<file path="config.mk">
export PLATFORM = sky130hd
export DESIGN_NAME = cake_rand_gen
export DESIGN_NICKNAME = d
export VERILOG_FILES = /design/src/rtl/cake_rand_gen.sv
export SDC_FILE = /design/constraint.sdc
export NUM_CORES = 1
export LEC_CHECK = 0
export BUFFER_PORTS_ARGS = -buffer_cell sky130_fd_sc_hd__clkbuf_2
export CAP_MARGIN = 20
export CORE_MARGIN = 2
export CORE_UTILIZATION = 45
export CTS_CLUSTER_DIAMETER = 30
export DETAILED_ROUTE_END_ITERATION = 8
export PLACE_DENSITY = 0.7
export SLEW_MARGIN = 10
export SYNTH_ARGS = -nofsm -noshare
export SYNTH_HDL_FRONTEND = slang
export SYNTH_SLANG_ARGS = --single-unit
</file>
<file path="constraint.sdc">
create_clock -name clk -period 2.7 [get_ports clk]
set_input_delay 0 -clock clk [delete_from_list [all_inputs] [get_ports clk]]
set_output_delay 0 -clock clk [all_outputs]
set_load 0.005 [all_outputs]
</file>
<file path="src/rtl/cake_rand_gen.sv">
// Cake placement feeder: detects eat events / init requests, draws bounded grid-aligned
// coordinates from a free-running LFSR and issues them as X (with rand_drive) then Y.
module cake_rand_gen #(
  parameter logic [8:0]  X_MIN     = 9'd16,
  parameter logic [8:0]  X_MAX     = 9'd480,
  parameter logic [8:0]  Y_MIN     = 9'd16,
  parameter logic [8:0]  Y_MAX     = 9'd464,
  parameter int          GRID_LOG2 = 4,
  parameter int          MAX_TRY   = 15,
  parameter logic [15:0] SEED      = 16'hACE1
) (
  input  logic        clk,
  input  logic        rst,
  input  logic        game_en,
  input  logic        init_req,
  input  logic [11:0] head_x,
  input  logic [11:0] head_y,
  input  logic [11:0] cake_x,
  input  logic [11:0] cake_y,
  output logic [8:0]  rand_num,
  output logic        rand_drive,
  output logic        eat_pulse,
  output logic        busy
);

  localparam logic [2:0] S_IDLE    = 3'd0;
  localparam logic [2:0] S_GEN_X   = 3'd1;
  localparam logic [2:0] S_GEN_Y   = 3'd2;
  localparam logic [2:0] S_ISSUE_X = 3'd3;
  localparam logic [2:0] S_ISSUE_Y = 3'd4;
  localparam logic [2:0] S_SETTLE  = 3'd5;

  localparam int            RW        = (MAX_TRY < 1) ? 1 : $clog2(MAX_TRY + 1);
  localparam logic [RW-1:0] TRY_LAST  = RW'(MAX_TRY);
  localparam logic [8:0]    GRID_MASK = 9'h1FF << GRID_LOG2;
  localparam logic [9:0]    X_SUM     = {1'b0, X_MIN} + {1'b0, X_MAX};
  localparam logic [9:0]    Y_SUM     = {1'b0, Y_MIN} + {1'b0, Y_MAX};
  localparam logic [8:0]    X_FB      = X_SUM[9:1] & GRID_MASK;
  localparam logic [8:0]    Y_FB      = Y_SUM[9:1] & GRID_MASK;

  function automatic logic [15:0] lfsr_step(input logic [15:0] l);
    if (l == 16'd0) return SEED;
    return {l[14:0], l[15] ^ l[13] ^ l[12] ^ l[10]};
  endfunction

  function automatic logic [8:0] grid_align(input logic [8:0] v);
    return v & GRID_MASK;
  endfunction

  function automatic logic in_range(input logic [8:0] v, input logic [8:0] lo,
                                    input logic [8:0] hi);
    return (v >= lo) && (v <= hi);
  endfunction

  logic [2:0]    state;
  logic [15:0]   lfsr;
  logic [RW-1:0] retry;
  logic          redo;
  logic          hit_d;
  logic [8:0]    cx;
  logic [8:0]    cy;

  logic       hit;
  logic       eat_ev;
  logic [8:0] cand;
  logic       x_ok;
  logic       y_ok;
  logic       at_last;
  logic [8:0] cy_nxt;
  logic       head_match;

  assign hit     = game_en && (head_x == cake_x) && (head_y == cake_y);
  assign eat_ev  = hit && !hit_d;
  assign cand    = grid_align(lfsr[8:0]);
  assign x_ok    = in_range(cand, X_MIN, X_MAX);
  assign y_ok    = in_range(cand, Y_MIN, Y_MAX);
  assign at_last = (retry == TRY_LAST);
  assign cy_nxt  = y_ok ? cand : Y_FB;
  // A coordinate pair landing exactly on the head is only meaningful when the head is on-screen.
  assign head_match = (head_x[11:9] == 3'd0) && (head_y[11:9] == 3'd0) &&
                      (cx == head_x[8:0]) && (cy_nxt == head_y[8:0]);
  assign busy = (state != S_IDLE);

  // Coordinate latches: pure data, no reset
  always_ff @(posedge clk) begin
    if (state == S_GEN_X && (x_ok || at_last)) cx <= x_ok ? cand : X_FB;
    if (state == S_GEN_Y && (y_ok || at_last)) cy <= cy_nxt;
  end

  // Control and output registers
  always_ff @(posedge clk or posedge rst) begin
    if (rst) begin
      state      <= S_IDLE;
      lfsr       <= SEED;
      retry      <= '0;
      redo       <= 1'b0;
      hit_d      <= 1'b0;
      rand_num   <= 9'd0;
      rand_drive <= 1'b0;
      eat_pulse  <= 1'b0;
    end else begin
      lfsr       <= lfsr_step(lfsr);
      hit_d      <= (state == S_SETTLE) ? 1'b1 : hit;
      rand_drive <= 1'b0;
      eat_pulse  <= 1'b0;
      case (state)
        S_IDLE: begin
          if (eat_ev || init_req) begin
            state     <= S_GEN_X;
            eat_pulse <= eat_ev;
            retry     <= '0;
            redo      <= 1'b0;
          end
        end
        S_GEN_X: begin
          if (x_ok || at_last) begin
            retry <= '0;
            state <= S_GEN_Y;
          end else begin
            retry <= retry + 1'b1;
          end
        end
        S_GEN_Y: begin
          if (y_ok || at_last) begin
            retry <= '0;
            if (head_match && !redo) begin
              redo  <= 1'b1;
              state <= S_GEN_X;
            end else begin
              state      <= S_ISSUE_X;
              rand_drive <= 1'b1;
              rand_num   <= cx;
            end
          end else begin
            retry <= retry + 1'b1;
          end
        end
        S_ISSUE_X: begin
          rand_num <= cy;
          state    <= S_ISSUE_Y;
        end
        S_ISSUE_Y: state <= S_SETTLE;
        S_SETTLE:  state <= S_IDLE;
        default:   state <= S_IDLE;
      endcase
    end
  end

endmodule

</file>
==> summary by stage <==
Timing
Clock skew on the completed layout was measured at about 13 ps. The worst hold slack across all endpoints is 47.8 ps. The number of max-slew violations in the final report is 0. Summed over all failing endpoints, the final setup total negative slack is 0 ps.

The final number of hold-violating endpoints is 0. The timing-limited maximum frequency is 429 MHz. After layout, the minimum clock period comes to 2330 ps. The transition time at the pin with the least slew margin is around 600 ps.

The worst slew slack as a fraction of its limit is between 60% and 70%. Setup repair after global routing left no endpoint under its margin. The worst path meets setup with 370 ps of slack. In the finished design, the share of the clock period the worst path needs comes to a little under nine tenths. Setup violations remaining at the end of the flow were counted as 0.

CTS
The later-pin clock latency in the skew report is a little under 300 ps. After clock tree synthesis, the clock-pin slew on the worst setup and hold paths is 70 ps. No sink is reached through more buffers than the 2 on the longest clock path. Clock tree synthesis selected as its root buffer the cell clkbuf_8. TritonCTS created 5 clock buffers. The clock tree from TritonCTS is yes. The post-cts resize count is 0. The clock drives 42 sinks. The level count of the clock H-tree is 2. The number of buffers inserted by hold repair at cts is 1. Post-CTS timing repair inserted 0 buffers for setup.

GRT
The first global-routing pass estimated 7390 µm of wire. Across every metal layer, demand over resource in global routing totals between 10% and 20%. The initial antenna violation count is 0. The via count of the first global-routing pass is between 1500 and 2000. The remaining global-route overflow is 0.

Entering global routing, the biggest net connects 29 pins.

Placed design
Port buffering added 59 buffers. Summed over all nets, the half-perimeter wirelength after detailed placement is 3770 µm. The placement-stage worst setup slack is approximately 400 ps. The routability congestion estimate from global placement is roughly 0.80.

Final layout
The number of filler cells placed in the layout is roughly 440. The final net count is 332. The end-of-flow core utilization is 57.4%.

Of the cells placed in the final design, the portion with a size suffix greater than 1 is approximately 32%. The area occupied by multi-input gates is 1030 µm². The sequential cell area is 1110 µm².

The antenna diode instance count is 0. The relative area change from synthesis to final layout is 20.9%.

Yosys
In this run, synthesis inferred 10 flip-flops with an integrated enable. Counting flops and latches in the post-synthesis netlist gives 42. After technology mapping, the gate count stands at 227. The synthesized area is 2270 µm².

After synthesis, the share of flip-flops with an asynchronous set or reset is 76.2%. The most frequently used flop master after synthesis is dfrtp_1. The count of synthesis-stage warnings from yosys is 0.

After synthesis, the largest area contributor takes up 26.4% of total cell area. After synthesis, the cell types taking the most area are dfrtp_1 (26%), edfxtp_1 (13%), xnor2_1 (12%). The mean instance size in the synthesized netlist is 10.0 µm². Counting distinct cell types in the post-synthesis netlist gives 42. Of all cell types, the one taking the most synthesized area is dfrtp_1. The share of the yosys chip area belonging to registers is 48.9%.

Critical path
The data arrival time of the critical path is ~2500 ps. The most critical setup path has its startpoint at lfsr[6]$_DFF_PP1_. The worst setup path category is reg -> reg. The startpoint identified for the worst register-to-register timing path is lfsr[6]$_DFF_PP1_. In this run the worst path has a maximum fanout of 13. For flop-to-flop paths, the worst setup slack is 370 ps. STA classifies the critical path startpoint as a flip-flop. STA puts the critical path data required time at around 2900 ps. The length in cells of the worst reg-to-reg path is 6.

STA classifies the critical path endpoint as a flip-flop.

Outcome
The run finished with clean final reports.

Hold path
The startpoint identified for the worst hold timing path is game_en. Along the worst hold path, the cell count comes to 5. The type of the most critical hold path is in -> reg.

Floorplanning
The die covers between 5000 and 6000 µm². The initial utilization of the core area, before any placement, comes to 47.5%. The x dimension of the die is roughly 75 µm. The number of placement rows is 25. The height of the chip is 75.1 µm. The area of the core is between 4000 and 5000 µm². The number of top-level design ports is 64.

Power
For this design the static power due to leakage is 0.00121 µW. The design draws 1990 µW. Power spread over the standard cell area amounts to 726 nW/µm².

The worst IR drop on VDD is 0.000310 V.

Route
For this block, the initial DRC count from the detailed router was 51. The count of nets left with antenna violations after detail routing is 0. The residual DRC count is 0.

After detailed routing, the total wire length is 4750 µm. Summing over every cut layer, the via total after detailed routing is 1770. After detailed routing, the average wire length per cell comes to roughly 14 µm.

The pre-antenna-repair detailed-routing pass consisted of 4 iterations. Dividing the detail-routed via count by the number of cells gives 5.10.

Flow run
The count of maximum capacitance violations is 0.
==> kinds of logic (layout without fill, tap and decap cells) <==
family,count (synthesis),in the layout,share of synthesized area (%)
simple gates,79,79,18.7
flops,42,42,48.9
compound gates,40,40,12.5
xor+xnor,34,34,13.1
buf+inv,30,80,6.16
fa+ha+maj,1,1,0.550
other cells,1,4,0.165
==> where the power goes <==
part           internal, µW  total, µW  switching [µW]
clock                   370        580             210
combinational           275        532             258
sequential              788        882            93.5
==> worst max-delay path, stage by stage, from the launching register on <==
cell and delay [ps]:
dfstp_2 640, nor4_1 110, or4_1 490, a222oi_1 350
and4_4 370, o21ai_1 90, o22a_1 170
==> registers in the layout, summed over array words and instances (netlist names) <==
register	cells
lfsr	16
cx	5
cy	5
rand_num	5
retry	4
state	3
eat_pulse	1
hit_d	1
rand_drive	1
redo	1
==> layout by cell type, fill, tap and decap left out, types with 2 or more instances in the layout <==
cell,instances
clkbuf_2,59
xnor2_1,32
dfrtp_1,24
nand2_1,18
o21ai_0,10
edfxtp_1,10
inv_1,9
or2_2,9
nor2_1,8
nor4_1,8
dfstp_2,8
nand4_1,7
nand3_1,7
nor3_1,6
o21a_1,6
o21ai_1,5
o22a_1,5
clkbuf_8,5
nand2b_1,4
conb_1,4
a21o_1,3
nor2b_1,3
a21oi_1,2
or4_1,2
and2_1,2
xor2_1,2
or3_1,2
bufinv_16,2
buf_4,2
==> metrics by stage <==
| step | instance area, µm² | cells |
|---|---|---|
| global placement | 2570 | 337 |
| detailed placement | 2570 | 337 |
| global route | 2750 | 347 |
| finish | 2750 | 347 |
| floorplan | 2280 | 230 |
| CTS | 2720 | 346 |
==> Yosys cell counts (2+ instances only) <==
master    count
o21ai_1       5
xnor2_1      32
nand3_1       7
buf_4         4
or4_1         2
o21a_1        6
or3_1         2
buf_2         4
xor2_1        2
inv_1         9
nor3_1        6
o22a_1        5
a21o_1        3
nand2b_1      4
nand2_1      18
nand4_1       7
dfrtp_1      24
nor2b_1       3
clkbuf_1     12
edfxtp_1     10
nor2_1        8
a21oi_1       2
o21ai_0      10
and2_1        2
dfstp_2       8
nor4_1        8
or2_2         9
==> final timing paths <==
kind                                           end
max                        rand_num[7]$_DFFE_PP0P_
min                                hit_d$_DFF_PP0_
max reg2reg                rand_num[7]$_DFFE_PP0P_
min reg2reg                      lfsr[3]$_DFF_PP0_
max in group asynchronous       lfsr[13]$_DFF_PP1_
min in group asynchronous  rand_num[8]$_DFFE_PP0P_
==> routing by layer <==
layer | vias up | wire, µm | GRT usage [%]
met5 | - | 0 | 0
met4 | 0 | 17 | 4.76
met3 | 2 | 331 | 3.48
met2 | 62 | 2260 | 31.5
met1 | 824 | 2130 | 21.5
li1 | 882 | - | -
==> area by class of cell <==
class / count / area share [%]
Timing Repair Buffer: 63 / 12.7
Clock buffer: 5 / 2.50
Multi-Input combinational cell: 158 / 37.6
Tap cell: 67 / 3.05
Clock inverter: 3 / 2.50
Inverter: 9 / 1.23
Sequential cell: 42 / 40.4
(Power assumes the default switching activity.)
